[config.mk]
export PLATFORM = sky130hd
export DESIGN_NAME = rx_frame_parser
export DESIGN_NICKNAME = d
export VERILOG_FILES = /design/src/rtl/rx_frame_parser.sv
export SDC_FILE = /design/constraint.sdc
export NUM_CORES = 1
export LEC_CHECK = 0
export ABC_AREA = 1
export CORE_MARGIN = 4
export CORE_UTILIZATION = 25
export CTS_CLUSTER_SIZE = 10
export DETAILED_ROUTE_END_ITERATION = 8
export SYNTH_ARGS = -nofsm -noshare
export SYNTH_HDL_FRONTEND = slang
export SYNTH_SLANG_ARGS = --single-unit
[constraint.sdc]
create_clock -name clk -period 2.6 [get_ports clk]
set_input_delay 0.65 -clock clk [delete_from_list [all_inputs] [get_ports clk]]
set_output_delay 0.65 -clock clk [all_outputs]
set_load 0.05 [all_outputs]
[src/rtl/rx_frame_parser.sv]
// rtl/rx_frame_parser.sv - SOF/CMD/LEN/payload/XOR frame parser with buffered, backpressured emit
// Optional inter-byte timeout: define RX_FRAME_TIMEOUT_EN.
module rx_frame_parser #(
  parameter int MAX_LEN        = 64,
  parameter int TIMEOUT_CYCLES = 100000
) (
  input  logic       clk,
  input  logic       rst,
  input  logic [7:0] in_data,
  input  logic       in_val,
  output logic       in_rdy,
  output logic [7:0] out_cmd,
  output logic [6:0] out_len,
  output logic [7:0] out_data,
  output logic       out_val,
  input  logic       out_rdy,
  output logic       out_last,
  output logic       err_len,
  output logic       err_chk,
  output logic       err_tmo
);

  typedef enum logic [2:0] {S_HUNT, S_CMD, S_LEN, S_PAYLOAD, S_CHK, S_EMIT} state_t;

  localparam int         AW        = (MAX_LEN > 1) ? $clog2(MAX_LEN) : 1;
  localparam logic [7:0] MAX_LEN_B = 8'(MAX_LEN);
  localparam logic [7:0] SOF       = 8'hA5;

  state_t     state_q, state_d;
  logic [7:0] cmd_q, cmd_d, xor_q, xor_d;
  logic [6:0] len_q, len_d, wr_idx_q, wr_idx_d, rd_idx_q, rd_idx_d;
  logic       err_len_q, err_len_d, err_chk_q, err_chk_d;
  logic [7:0] mem_q [MAX_LEN];
  logic       mem_we, in_xfer, out_xfer, last_beat, tmo_hit;

  // in_rdy is gated by rst so it reads low while reset is held
  assign in_rdy    = !rst && (state_q != S_EMIT);
  assign in_xfer   = in_val && in_rdy;
  assign out_val   = (state_q == S_EMIT);
  assign out_xfer  = out_val && out_rdy;
  assign last_beat = (len_q == 7'd0) || (rd_idx_q == len_q - 7'd1);
  assign out_last  = out_val && last_beat;
  assign out_cmd   = cmd_q;
  assign out_len   = len_q;
  assign out_data  = (len_q == 7'd0) ? 8'h00 : mem_q[rd_idx_q[AW-1:0]];
  assign err_len   = err_len_q;
  assign err_chk   = err_chk_q;

`ifdef RX_FRAME_TIMEOUT_EN
  logic [31:0] tmo_q, tmo_d;
  logic        err_tmo_q;

  always_comb begin
    tmo_d   = 32'd0;
    tmo_hit = 1'b0;
    if ((state_q inside {S_CMD, S_LEN, S_PAYLOAD, S_CHK}) && !in_xfer) begin
      if (tmo_q == 32'(TIMEOUT_CYCLES - 1)) tmo_hit = 1'b1;
      else                                  tmo_d   = tmo_q + 32'd1;
    end
  end

  always_ff @(posedge clk or posedge rst) begin
    if (rst) begin
      tmo_q     <= 32'd0;
      err_tmo_q <= 1'b0;
    end else begin
      tmo_q     <= tmo_d;
      err_tmo_q <= tmo_hit;
    end
  end

  assign err_tmo = err_tmo_q;
`else
  logic unused_tmo_cfg;
  assign unused_tmo_cfg = (TIMEOUT_CYCLES > 0);
  assign tmo_hit        = 1'b0;
  assign err_tmo        = 1'b0;
`endif

  always_comb begin
    state_d   = state_q;
    cmd_d     = cmd_q;
    len_d     = len_q;
    xor_d     = xor_q;
    wr_idx_d  = wr_idx_q;
    rd_idx_d  = rd_idx_q;
    err_len_d = 1'b0;
    err_chk_d = 1'b0;
    mem_we    = 1'b0;
    case (state_q)
      S_HUNT: if (in_xfer && in_data == SOF) state_d = S_CMD;
      S_CMD: if (in_xfer) begin
        cmd_d   = in_data;
        xor_d   = in_data;
        state_d = S_LEN;
      end
      S_LEN: if (in_xfer) begin
        if (in_data[7] || in_data > MAX_LEN_B) begin
          err_len_d = 1'b1;
          state_d   = S_HUNT;
        end else begin
          len_d    = in_data[6:0];
          xor_d    = xor_q ^ in_data;
          wr_idx_d = 7'd0;
          rd_idx_d = 7'd0;
          state_d  = (in_data == 8'h00) ? S_CHK : S_PAYLOAD;
        end
      end
      S_PAYLOAD: if (in_xfer) begin
        mem_we   = 1'b1;
        xor_d    = xor_q ^ in_data;
        wr_idx_d = wr_idx_q + 7'd1;
        if (wr_idx_q == len_q - 7'd1) state_d = S_CHK;
      end
      S_CHK: if (in_xfer) begin
        if (in_data == xor_q) state_d = S_EMIT;
        else begin
          err_chk_d = 1'b1;
          state_d   = S_HUNT;
        end
      end
      S_EMIT: if (out_xfer) begin
        if (last_beat) begin
          rd_idx_d = 7'd0;
          state_d  = S_HUNT;
        end else begin
          rd_idx_d = rd_idx_q + 7'd1;
        end
      end
      default: state_d = S_HUNT;
    endcase
    if (tmo_hit) state_d = S_HUNT;
  end

  always_ff @(posedge clk or posedge rst) begin
    if (rst) begin
      state_q   <= S_HUNT;
      cmd_q     <= 8'h00;
      len_q     <= 7'd0;
      xor_q     <= 8'h00;
      wr_idx_q  <= 7'd0;
      rd_idx_q  <= 7'd0;
      err_len_q <= 1'b0;
      err_chk_q <= 1'b0;
    end else begin
      state_q   <= state_d;
      cmd_q     <= cmd_d;
      len_q     <= len_d;
      xor_q     <= xor_d;
      wr_idx_q  <= wr_idx_d;
      rd_idx_q  <= rd_idx_d;
      err_len_q <= err_len_d;
      err_chk_q <= err_chk_d;
    end
  end

  // Payload buffer is never cleared; stale bytes are unreachable past len_q
  always_ff @(posedge clk) begin
    if (mem_we) mem_q[wr_idx_q[AW-1:0]] <= in_data;
  end

endmodule

==> impl_metrics.ini <==
[power]
p_leak_nw = 10.3
power_w = 0.0272
powerDensity_nw_per_um2 = 914
max-vdd-ir-drop_mv = 0.745

[clock_network]
postCtsHoldBufs = 0
cts.clk_slew.worst_paths_ns = 0.06
clock_latency_ns = 0.58
cts_sinks = 554
cts-root-buf = clkbuf_16
clk_path_buf_depth = 3
cts_buffers = 66
cts_tree = done
htree_levels = 3

[synthesis]
synth_top_area_cell = edfxtp_1
async_flop_share_pct = 7.58
syn-cell-area_sq_um = 23200
synth.area.top_cells = edfxtp_1, nor2_1, o21ai_0
syn_avg_cell_area_sq_um = 11.4
yosysSeqAreaShare_pct = 70.7
synth_top_area_share_pct = 66.2
synth_edf_count = 512
synth-seq-cells = 554
synth_ff_type = edfxtp_1
synth_nets = 2060
ys_warn_count = 0
synthDistinctLibCells = 37
synthCells = 2044

[sta]
tightest_slew_ns = 1.01
whs_ns = 0.376
slew_headroom_pct = 32.6
slew_violations = 0
finalSetupViolCount = 9
timing.final.crit_share_pct = 133
hold_viol_final = 0
skew_ns = 0.0172
fmax_mhz = 289
period_needed_ns = 3.47
timing.final.ws_setup_ns = -0.865
rsz0062_at_grt = yes

[finish]
regArea_sq_um = 16400
drive_gt1_share_pct = 19.9
fin_nets = 2282
instances_no_fill = 3536
multi_input_area_sq_um = 6470
fillCellCount = 9225
syn_to_final_growth_pct = 28.1

[drt]
dr_total_vias = 16600
ant_nets = 0
drtIter0Drc = 1574
wl_per_cell_um = 19.0
viasPerCell = 4.69
drc = 0
wl_um = 67200
drtPass1Iterations = 5

[global_route]
grt_max_degree = 67
grt_overflow = 0
grt_pass1_wl_um = 101000
grt_pass1_vias = 16300
antenna_found_initial = 1
grt_usage_pct = 13.4

[flow_run]
maxCapViolCount = 0

[worst_setup_path]
r2r_start = state_q[2]
crit_path_start = rd_idx_q[0]
critPathTopFamily = buffers and inverters
cp_cell_sequence = clkinv_8, buf_12, buf_12, o21ai_2, o21ai_1, o211ai_1, nand2_1, nand2_4, a21oi_4, buf_12
crit_slowest_cell = dfrtp_4
slowest_delay_ns = 0.56
endpoint = out_data[6]
crit_cells = 10
cp_max_fo = 7
cp_data_required_time_ns = 1.95
worstRegToRegCells = 9
crit_buf_inv = 4
cp_data_arrival_time_ns = 2.82
critical_path_class = reg2out
crit_path_start_kind = flip-flop
worstReg2RegEnd = mem_q[17][6]
end_kind = primary output
timing.critical_path.mode_cell = buf_12
r2r_slack_ns = 0.26

[run_status]
violations = negative setup slack
outcome = finished, violations left

[floorplanning]
core_region_area_sq_um = 91900
dieArea_sq_um = 97900
io-pin-count = 41
rows = 111
die_w_um = 313
initial_utilization_pct = 25.3
fp.dieH_um = 313

[place]
hpwlAfterDp_um = 41500
gp_congestion = 0.850
place_inst = 3403
place_ws_ns = -0.366
numPortBuffers = 39

[hold_path]
hold_class = in2reg
-- where the power goes --
part | switching (W) | total [W] | internal [W]
combinational | 0.00532 | 0.00853 | 0.00321
sequential | 0.000364 | 0.0104 | 0.0100
clock | 0.00342 | 0.00830 | 0.00488
-- stage by stage --
stage,setup TNS [ns],instance area [sq um],util [%]
2_1_floorplan,-35.85,23400,-
5_1_grt,-7.82,29800,32.4
3_5_place_dp,-30.59,26800,29.2
6_report,-7.06,29800,32.4
3_3_place_gp,-21.19,26800,29.2
4_1_cts,-7.13,29400,32.0
-- registers in the layout (all words and copies together), names as in the netlist --
name / cells
rd_idx_q: 7
out_cmd: 8
mem_q: 512
xor_q: 8
wr_idx_q: 7
state_q: 3
out_len: 7
err_len: 1
err_chk: 1
-- worst register-to-register path: cells and delay by family, from the launching register on --
kind                   cells  cell delay, ns
DFF                        1            0.43
and+or+nand+nor            5            0.97
buffers and inverters      4            0.64
-- Yosys cell counts (2+ instances only) --
cell type,number
nor3_1,16
nand2_1,265
o21ai_1,4
nand2_4,2
o21ai_0,289
xnor2_1,4
edfxtp_1,512
ha_1,4
clkinv_1,3
o211ai_1,62
o22ai_1,29
or2_2,3
nand4_1,14
a31oi_1,11
inv_2,5
nand3_2,2
a21oi_1,42
buf_1,3
dfrtp_1,42
nand3_1,101
nor2_1,436
clkbuf_1,57
buf_4,18
inv_1,65
nor2_2,2
buf_2,36
xor2_1,7
-- per-layer routing --
metal	global-route usage, %	share of wire, %	vias to the layer above
li1	-	-	7690
met1	19.0	45	8181
met2	20.6	45	599
met3	2.78	7.4	117
met4	4.05	2.7	0
met5	0	0	-
-- worst min-delay path by stage --
stage / start / to / cells past startpoint
finish: in_data[5] / out_cmd[5] / 3
global route: in_data[5] / out_cmd[5] / 3
CTS: in_data[5] / out_cmd[5] / 3
detailed placement: out_cmd[1] / out_cmd[1] / 2
global placement: out_cmd[7] / out_cmd[7] / 2
floorplan: xor_q[0] / xor_q[0] / 2
-- cells by family after synthesis --
logic type               count (synthesis)  synth area share [%]
AND/OR/NAND/NOR                        845                  14.7
flip-flops                             554                  70.7
AO/OA/AOI/OAI                          440                  10.4
buffers and inverters                  188                  3.55
XOR/XNOR                                11                 0.415
adder cells (fa/ha/maj)                  4                 0.215
other                                    1                0.0161
multiplexers                             1                0.0431
-- cell type report --
class | instances | area share, %
Antenna cell | 2 | 0.0168
Clock buffer | 88 | 6.04
Clock inverter | 5 | 0.202
Inverter | 73 | 1.02
Multi-Input combinational cell | 1302 | 21.7
Sequential cell | 554 | 55.2
Tap cell | 1243 | 5.22
Timing Repair Buffer | 268 | 10.5
Timing Repair inverter | 1 | 0.0378
-- placed cells by master (no fill, tap or decap), drive strengths merged --
cell | synthesis | routed
nor3 | 16 | 16
nand2 | 268 | 268
dlymetal6s2s | 0 | 2
mux2i | 1 | 1
nand3 | 103 | 103
nor4 | 1 | 1
diode | 0 | 2
o31ai | 1 | 1
nor2 | 439 | 439
nand3b | 1 | 1
clkinvlp | 0 | 3
clkdlybuf4s50 | 0 | 18
a31oi | 11 | 11
dfrtp | 42 | 42
conb | 1 | 1
clkinv | 3 | 4
ha | 4 | 4
bufinv | 0 | 1
inv | 70 | 71
o21ai | 294 | 294
or2 | 3 | 3
a21oi | 42 | 42
o211ai | 62 | 62
o22ai | 29 | 29
o221ai | 1 | 1
xor2 | 7 | 7
edfxtp | 512 | 512
xnor2 | 4 | 4
clkbuf | 57 | 91
nand4 | 14 | 14
buf | 58 | 245
-- repair_timing --
| item | in CTS | in global routing |
|---|---|---|
| resized for setup | 101 | 78 |
| setup buffers | 16 | 11 |
| endpoints found under the setup margin | 9 | 11 |
| gates cloned | 11 | 3 |
| pin swaps | 51 | 45 |
Note: power is estimated with default switching activity, not from simulation.
